`src/rtl/id_ex_pipe.sv`:
```
// ID/EX pipeline register with register-file write-back bypass, load-use
// hazard detection and a saturating count of the bubbles it inserts.
module id_ex_pipe #(
   parameter int CNT_W = 16
) (
   input  logic             clk_i,
   input  logic             rst_i,
   input  logic             Valid_i,
   input  logic             Flush_i,
   input  logic [4:0]       RSaddr_i,
   input  logic [4:0]       RTaddr_i,
   input  logic [4:0]       RDaddr_i,
   input  logic [31:0]      RSdata_i,
   input  logic [31:0]      RTdata_i,
   input  logic [31:0]      Imm_i,
   input  logic [5:0]       Funct_i,
   input  logic             RegWrite_i,
   input  logic             MemtoReg_i,
   input  logic             MemRead_i,
   input  logic             MemWrite_i,
   input  logic             ALUSrc_i,
   input  logic             RegDst_i,
   input  logic [1:0]       ALUOp_i,
   input  logic             WB_RegWrite_i,
   input  logic [4:0]       WB_RDaddr_i,
   input  logic [31:0]      WB_RDdata_i,
   output logic             Valid_o,
   output logic [31:0]      RSdata_o,
   output logic [31:0]      RTdata_o,
   output logic [31:0]      Imm_o,
   output logic [5:0]       Funct_o,
   output logic [4:0]       RSaddr_o,
   output logic [4:0]       RTaddr_o,
   output logic [4:0]       Dest_o,
   output logic             RegWrite_o,
   output logic             MemtoReg_o,
   output logic             MemRead_o,
   output logic             MemWrite_o,
   output logic             ALUSrc_o,
   output logic [1:0]       ALUOp_o,
   output logic             Stall_o,
   output logic [CNT_W-1:0] BubbleCnt_o
);

   logic [31:0] rs_sel;
   logic [31:0] rt_sel;
   logic [4:0]  dest_sel;
   logic        rt_used;
   logic        bubble;

   // The register file returns the old value during a same-cycle write, so
   // the write port is bypassed here; register 0 always reads as zero.
   always_comb begin
      rs_sel = RSdata_i;
      if (RSaddr_i == 5'd0)
         rs_sel = 32'h0;
      else if (WB_RegWrite_i && (WB_RDaddr_i == RSaddr_i))
         rs_sel = WB_RDdata_i;
   end

   always_comb begin
      rt_sel = RTdata_i;
      if (RTaddr_i == 5'd0)
         rt_sel = 32'h0;
      else if (WB_RegWrite_i && (WB_RDaddr_i == RTaddr_i))
         rt_sel = WB_RDdata_i;
   end

   assign dest_sel = RegDst_i ? RDaddr_i : RTaddr_i;

   // RT is a real source for R-type ops and for stores (store data).
   assign rt_used = !ALUSrc_i || MemWrite_i;

   assign Stall_o = Valid_i && Valid_o && MemRead_o && (Dest_o != 5'd0) &&
                    ((Dest_o == RSaddr_i) || (rt_used && (Dest_o == RTaddr_i)));

   assign bubble = Flush_i || Stall_o;

   // NOTE: every register below uses <= so Stall_o, which reads the current
   // outputs, always sees pre-edge values regardless of block ordering.
   always_ff @(posedge clk_i) begin
      if (rst_i || bubble) begin
         Valid_o    <= 1'b0;
         RSdata_o   <= 32'h0;
         RTdata_o   <= 32'h0;
         Imm_o      <= 32'h0;
         Funct_o    <= 6'h0;
         RSaddr_o   <= 5'd0;
         RTaddr_o   <= 5'd0;
         Dest_o     <= 5'd0;
         RegWrite_o <= 1'b0;
         MemtoReg_o <= 1'b0;
         MemRead_o  <= 1'b0;
         MemWrite_o <= 1'b0;
         ALUSrc_o   <= 1'b0;
         ALUOp_o    <= 2'b00;
      end else begin
         Valid_o    <= Valid_i;
         RSdata_o   <= rs_sel;
         RTdata_o   <= rt_sel;
         Imm_o      <= Imm_i;
         Funct_o    <= Funct_i;
         RSaddr_o   <= RSaddr_i;
         RTaddr_o   <= RTaddr_i;
         Dest_o     <= dest_sel;
         // An empty slot must not write the register file or memory.
         RegWrite_o <= Valid_i && RegWrite_i;
         MemtoReg_o <= Valid_i && MemtoReg_i;
         MemRead_o  <= Valid_i && MemRead_i;
         MemWrite_o <= Valid_i && MemWrite_i;
         ALUSrc_o   <= ALUSrc_i;
         ALUOp_o    <= ALUOp_i;
      end
   end

   always_ff @(posedge clk_i) begin
      if (rst_i)
         BubbleCnt_o <= '0;
      else if (bubble && Valid_i && (BubbleCnt_o != {CNT_W{1'b1}}))
         BubbleCnt_o <= BubbleCnt_o + 1'b1;
   end

endmodule
```
`config.mk`:
```
export PLATFORM = sky130hd
export DESIGN_NAME = id_ex_pipe
export DESIGN_NICKNAME = d
export VERILOG_FILES = /design/src/rtl/id_ex_pipe.sv
export SDC_FILE = /design/constraint.sdc
export NUM_CORES = 1
export LEC_CHECK = 0
export CORE_MARGIN = 2
export CORE_UTILIZATION = 34
export DETAILED_ROUTE_END_ITERATION = 10
export MAX_ROUTING_LAYER = met4
export PLACE_DENSITY = 0.77
export SYNTH_ARGS = -nofsm -noshare
export SYNTH_HDL_FRONTEND = slang
export SYNTH_SLANG_ARGS = --single-unit
```
`constraint.sdc`:
```
create_clock -name clk_i -period 2 [get_ports clk_i]
set_input_delay 0.4 -clock clk_i [delete_from_list [all_inputs] [get_ports clk_i]]
set_output_delay 0.4 -clock clk_i [all_outputs]
set_load 0.03 [all_outputs]
```
==> run_results.csv, run 1 <==
group,metric,value,unit
outcome,status,"finished, violations left",
outcome,violations,"negative setup slack",
route,drt-total-wl,19.3,mm
synth,synthMuxAreaShare,14.3,%
power_and_ir_drop,irDropWorstVdd,0.000499,V
power_and_ir_drop,powerDensity,775,mW/mm^2
route,drt_iter0_drc,187,
worst_setup_path,critPathMaxStageDelay,0.46,ns
timing,layout_min_cycle_time,2.17,ns
power_and_ir_drop,power_leakage,3.98,nW
clock_network,postCtsHoldBufs,0,
grt,antenna_found_initial,0,
grt,grtUsageTotal,23.3,%
placement,io_buffers,308,
placement,place.gp.congestion,0.857,
worst_setup_path,crit_buf_inv,3,
clock_network,insertion_delay,0.42,ns
worst_setup_path,critPathLaunchType,"input port",
route,vias_per_cell,4.71,
synth,ys_seq_area_share,55.6,%
floorplan,dieWidth,126,um
placement,placed_area,0.00880,sq mm
synth,syn-instance-count,486,
synth,yosysTopAreaCell,"dfxtp_1",
synth,syn_avg_cell_area,10.5,sq um
synth,synth-simple-area-share,19.5,%
worst_setup_path,critPathArrivalTime,2.48,ns
synth,ys_types,40,
clock_network,cts_tree,"yes",
worst_setup_path,critical_path_class,"in -> reg",
timing,max-slew-margin-rel,72.0,%
synth,yosysWarnings,0,
synth,synth_seq_cells,141,
clock_network,clockBufferDepth,2,
finish,diodes,0,
timing,clock_skew,0.00869,ns
worst_setup_path,worstSetupEndpointType,"flop",
floorplan,io_pins,309,
timing,worst_slew_pin_slew,0.416,ns
job,maxCapViolCount,0,
worst_setup_path,worst_path_max_delay_cell,"clkdlybuf4s50_1",
timing,fin_setup_tns,-3.72,ns
route,routedWlPerCell,18.2,um
floorplan,chipHeight,126,um
clock_network,htreeDepth,4,
clock_network,cts_buffers,17,
floorplan,fp-row-count,44,
worst_setup_path,crit_required,2.30,ns
worst_hold_path,hold_class,"in -> reg",
floorplan,start_util,34.8,%
synth,synth_top_family_by_area,"simple AND/OR/NAND/NOR gates",
synth,synth_xor_area_share,4.66,%
finish,multi_input_area,0.00248,sq mm
timing,finalSetupViolCount,74,
synth,synth_area_leaders,"dfxtp_1 56%, mux2i_1 14%, and2_1 6.7%",
timing,fin_crit_sh,109,%
finish,mostFrequentLayoutCell,"clkdlybuf4s50_1",
finish,seq_area,0.00284,sq mm
grt,first_global_vias,5165,
floorplan,dieArea,0.0159,sq mm
synth,syn_area,0.00508,sq mm
finish,final_nets,1027,
synth,yosys.area_share.adder,0.246,%
worst_setup_path,worst-path-max-fanout,15,
worst_setup_path,r2r_slack,-0.09,ns
finish,final_cell_mix,"289 x clkdlybuf4s50_1, 135 x dfxtp_1, 69 x mux2i_1, 57 x nor2_1, 51 x and2_1",
grt,overflow,0,
grt,grt_pass1_wl,27.9,mm
synth,ys.flop_type,"dfxtp_1",
worst_setup_path,cp_cell_sequence,"clkdlybuf4s50_1, xor2_1, nor4_1, and3_2, buf_12, buf_4, mux2i_1, nor2_4",
synth,synth_fp_nets,654,
timing,rsz0062_at_grt,"yes",
finish,area_delta_synth_final,98.5,%
route,vias,4973,
route,drc,0,
clock_network,clock_sinks,141,
synth,synth_top_cell_area_share,55.6,%
placement,hpwl,13.8,mm
route,ant_nets,0,
timing,max_freq,460,MHz
synth,synth-async-reset-ratio,0,%
finish,fillers,1002,
route,dr.pass1.iters,4,
timing,finalMaxSlewViolations,0,
worst_setup_path,critPathTopFamily,"simple AND/OR/NAND/NOR gates",
timing,worst_slack,-0.174,ns
clock_network,cts_root_buffer,"clkbuf_16",
finish,final_layout_size_suffix_gt1_share,20.2,%
finish,design_area,0.0101,sq mm
clock_network,path_clk_slew,0.06,ns
timing,hold_viol,0,
synth,synth_edf_count,0,
grt,grt_max_degree,33,
floorplan,coreArea,0.0146,sq mm
synth,synth-compound-area-share,3.15,%
## worst register-to-register path, cell delays in order (launching register included)
cell	delay, ns
dfxtp_4	0.38
xor2_1	0.23
nor3_2	0.10
a22o_4	0.24
buf_6	0.12
buf_6	0.11
a211oi_4	0.27
buf_6	0.17
o21ai_4	0.10
clkbuf_16	0.21
nor2_4	0.10
## power by group
part	switching [mW]	leakage, nW	internal, mW	total [mW]
Sequential	0.0416	1.16	2.91	2.96
Combinational	0.567	2.48	0.666	1.23
Clock	1.20	0.333	2.42	3.62
Total	1.81	3.98	6.00	7.81
## layer usage
layer / track usage (%) / up-vias / wire length [um]
li1: - / 2360 / -
met1: 25.2 / 2369 / 7580
met2: 39.7 / 205 / 10000
met3: 7.01 / 39 / 1120
met4: 9.70 / 0 / 545
met5: - / - / 0
## sequential cells by signal, indices dropped and copies added (netlist names), 2 cells and up
name         cells
ALUOp_o          2
RTdata_o        32
RSaddr_o         5
RTaddr_o         5
Dest_o           5
RSdata_o        32
Imm_o           32
Funct_o          6
BubbleCnt_o     16
## kinds of logic (layout without fill, tap and decap cells)
| logic type | count (synthesis) | after routing |
|---|---|---|
| AOI/OAI and AO/OA | 21 | 21 |
| xor gates and xnor gates | 27 | 27 |
| adders and majority gates | 1 | 1 |
| buffers and inverters | 31 | 417 |
| DFF | 141 | 141 |
| muxes | 72 | 72 |
| and+or+nand+nor | 193 | 193 |
## repair_timing
item	in CTS	in global routing
setup buffers	7	5
hold endpoints to repair	0	0
setup endpoints to repair	123	139
gates resized for setup	38	73
gates cloned	2	4
pin swaps	8	23
## synthesized netlist by cell type (2+ instances only)
cell type,count
dfxtp_1,141
nor2_1,85
mux2i_1,69
and2_1,54
xor2_1,19
and3_1,11
buf_2,11
clkbuf_1,11
xnor2_1,8
nor4_1,7
a21oi_1,6
inv_1,6
nand2_1,6
nand3_1,6
nor3_1,6
or3_1,4
mux2_2,3
nand4_1,3
nor2b_1,3
o21ai_0,3
or4_1,3
a211oi_1,2
clkbuf_2,2
## stage by stage
stage	setup slack [ns]	power (mW)	hold slack (ns)	cells	utilization (%)
global route	-0.226	8.05	0.406	1056	69.1
global placement	-0.519	4.12	0.469	1009	60.3
CTS	-0.138	7.79	0.443	1049	66.4
detailed placement	-0.551	4.14	0.477	1009	60.3
floorplan	0.00710	3.44	0.522	486	-
finish	-0.174	7.81	0.406	1056	69.1
## final timing paths
| kind | startpoint | to | cells past startpoint |
|---|---|---|---|
| worst min-delay path | RSaddr_i[0] | RSaddr_o[0] | 3 |
| worst max-delay path | WB_RDaddr_i[3] | RSdata_o[25] | 8 |
| worst min register to register | BubbleCnt_o[15] | BubbleCnt_o[15] | 2 |
| worst max register to register | Dest_o[4] | RSdata_o[31] | 10 |
## layout make-up
type | count | area share [%]
Sequential cell | 141 | 28.2
Multi-Input combinational cell | 314 | 24.6
Clock inverter | 8 | 1.74
Inverter | 6 | 0.223
Clock buffer | 24 | 5.08
Tap cell | 184 | 2.28
Timing Repair Buffer | 379 | 37.9
No activity file was read; power rests on OpenSTA's default activity.
==> run 2: changes to the inputs <==
--- a/config.mk
+++ b/config.mk
@@ -10,6 +10,7 @@
 export DETAILED_ROUTE_END_ITERATION = 10
 export MAX_ROUTING_LAYER = met4
 export PLACE_DENSITY = 0.77
+export REMOVE_ABC_BUFFERS = 1
 export SYNTH_ARGS = -nofsm -noshare
 export SYNTH_HDL_FRONTEND = slang
 export SYNTH_SLANG_ARGS = --single-unit
==> run 2 against run 1 <==
Effect of this change: the flow still finishes with violations (negative setup slack); non-clock buffer count is 20 lower; global-route usage fell by 1.8 points; worst hold slack got worse by 0.026 ns; via count fell by 4.1%; largest cell class unchanged; largest power group unchanged.
==> run_results.csv, run 2 (same netlist as run 1, synthesis figures left out) <==
group,metric,value,unit
finish,reg_top3,"Imm_o x32, RSdata_o x32, RTdata_o x32",
route,drc,0,
worst_setup_path,critPathArrivalTime,1.71,ns
clock_network,cts_root_buffer,"clkbuf_16",
worst_setup_path,critPathTopFamily,"simple AND/OR/NAND/NOR gates",
floorplan,io_pins,309,
power_and_ir_drop,power_leakage,3.75,nW
power_and_ir_drop,p_total,7.19,mW
clock_network,path_clk_slew,0.06,ns
finish,fillers,1108,
timing,hold_viol,0,
grt,first_global_vias,4847,
worst_setup_path,worst_path_max_delay_cell,"dfxtp_4",
grt,overflow,0,
clock_network,clockBufferDepth,2,
worst_setup_path,critPathMaxStageDelay,0.36,ns
worst_setup_path,critPathLaunchType,"flop",
clock_network,htreeDepth,4,
clock_network,cts_tree,"yes",
placement,placed_cells,993,
grt,antenna_found_initial,3,
clock_network,clock_sinks,141,
grt,met2_usage,38.0,%
clock_network,insertion_delay,0.42,ns
route,drt-total-wl,17.8,mm
outcome,status,"finished, violations left",
floorplan,dieArea,0.0159,sq mm
finish,final_nets,1007,
power_and_ir_drop,powerDensity,751,mW/mm^2
timing,layout_min_cycle_time,2.11,ns
timing,max_freq,475,MHz
route,vias,4770,
timing,finalSetupViolCount,1,
worst_setup_path,r2r_slack,0.06,ns
outcome,violations,"negative setup slack",
worst_setup_path,worst-path-max-fanout,3,
finish,final_layout_size_suffix_gt1_share,14.9,%
grt,grtUsageTotal,21.5,%
worst_setup_path,crit_buf_inv,1,
worst_setup_path,cp_cell_sequence,"xor2_2, nor4_4, a22o_4, and2_4, buf_6",
worst_hold_path,hold_class,"in -> reg",
floorplan,chipHeight,126,um
worst_setup_path,critical_path_class,"reg -> out",
job,maxCapViolCount,0,
placement,hpwl,13.1,mm
worst_setup_path,crit_required,1.60,ns
timing,worst_slew_pin_slew,0.399,ns
worst_setup_path,worstSetupEndpointType,"output port",
finish,final_cell_mix,"290 x clkdlybuf4s50_1, 136 x dfxtp_1, 81 x nor2_1, 69 x mux2i_1, 53 x and2_1",
route,drt_iter0_drc,199,
worst_setup_path,startpoint,"Dest_o[4]",
finish,fin_cells,1039,
power_and_ir_drop,irDropWorstVdd,0.000463,V
timing,worst_slack,-0.105,ns
timing,finalMaxSlewViolations,0,
floorplan,fp-row-count,44,
route,ant_nets,0,
floorplan,dieWidth,126,um
placement,io_buffers,308,
route,dr.pass1.iters,4,
route,routedWlPerCell,17.1,um
worst_setup_path,r2r-start,"Dest_o[4]",
grt,use_met3,5.14,%
worst_hold_path,min_from,"RSaddr_i[4]",
grt,grt_pass1_wl,25.9,mm
grt,busiest_layer,"met2",
floorplan,start_util,34.8,%
grt,grt_max_degree,53,
floorplan,coreArea,0.0146,sq mm
route,vias_per_cell,4.59,
finish,area_delta_synth_final,88.6,%
timing,fin_setup_tns,-0.105,ns
placement,place.gp.congestion,0.873,
finish,mostFrequentLayoutCell,"clkdlybuf4s50_1",
grt,met1_usage,23.3,%
timing,max-slew-margin-rel,73.3,%
timing,fin_crit_sh,105,%
timing,clock_skew,0.0103,ns
timing,hold-worst-slack,0.380,ns
timing,rsz0062_at_grt,"yes",
placement,pre_cts_ws,-0.576,ns
clock_network,cts_buffers,17,
run 2: cell types whose count changed in the layout (fill, tap and decap cells not counted), sizes merged:
cell           delta
diode             +3
clkbuf            -7
inv               +6
bufinv            -4
dlygate4sd2       -1
clkinv            +3
clkdlybuf4s50     +1
buf              -20
clkinvlp          +2
run 2: where the power goes:
group          internal [mW]  leakage [nW]  switching [mW]
Sequential              2.91          1.16          0.0361
Clock                   1.75         0.275            1.33
Combinational          0.630          2.32           0.531
run 2: routing by layer:
metal | vias to the layer above | part of all wire (%) | routed length (um)
li1 | 2319 | - | -
met1 | 2238 | 40 | 7180
met2 | 182 | 53 | 9340
met3 | 31 | 4.7 | 836
met4 | 0 | 2.3 | 410
met5 | - | 0 | 0
run 2: final timing paths:
check,cells past startpoint,to
max reg2reg,7,BubbleCnt_o[14]
min,3,RSaddr_o[4]
min reg2reg,2,BubbleCnt_o[10]
max,5,Stall_o
run 2: through the flow:
step                      utilization (%)  cell area, sq um
after floorplan                         -              4970
after global placement               59.3              8660
after detailed placement             59.3              8660
after CTS                            64.0              9330
after global routing                 65.7              9580
final                                65.7              9580
run 2: what timing repair did:
| item | in CTS | in global routing |
|---|---|---|
| setup buffers | 6 | 3 |
| hold buffers | 0 | 0 |
| gates cloned | 0 | 3 |
| endpoints found under the setup margin | 78 | 133 |
| pin swaps | 7 | 8 |
| resized for setup | 23 | 35 |
run 2: worst reg2reg max path, cell delays in order, from the launching register on:
cell and delay [ns]:
dfxtp_4 0.36, xor2_2 0.16, nor4_4 0.31, a22o_4 0.18, buf_4 0.14, a21oi_4 0.07
nor4_2 0.25, mux2_2 0.35
run 2: cell type report:
class | count | area, sq um | area share (%)
antenna | 3 | 7.51 | 0.0784
sequential | 141 | 2840 | 29.6
tap | 184 | 230 | 2.40
clock inverter | 15 | 154 | 1.61
clock buffer | 17 | 425 | 4.44
timing repair buffer | 359 | 3580 | 37.4
inverter | 6 | 22.5 | 0.235
multi-input combinational | 314 | 2320 | 24.2
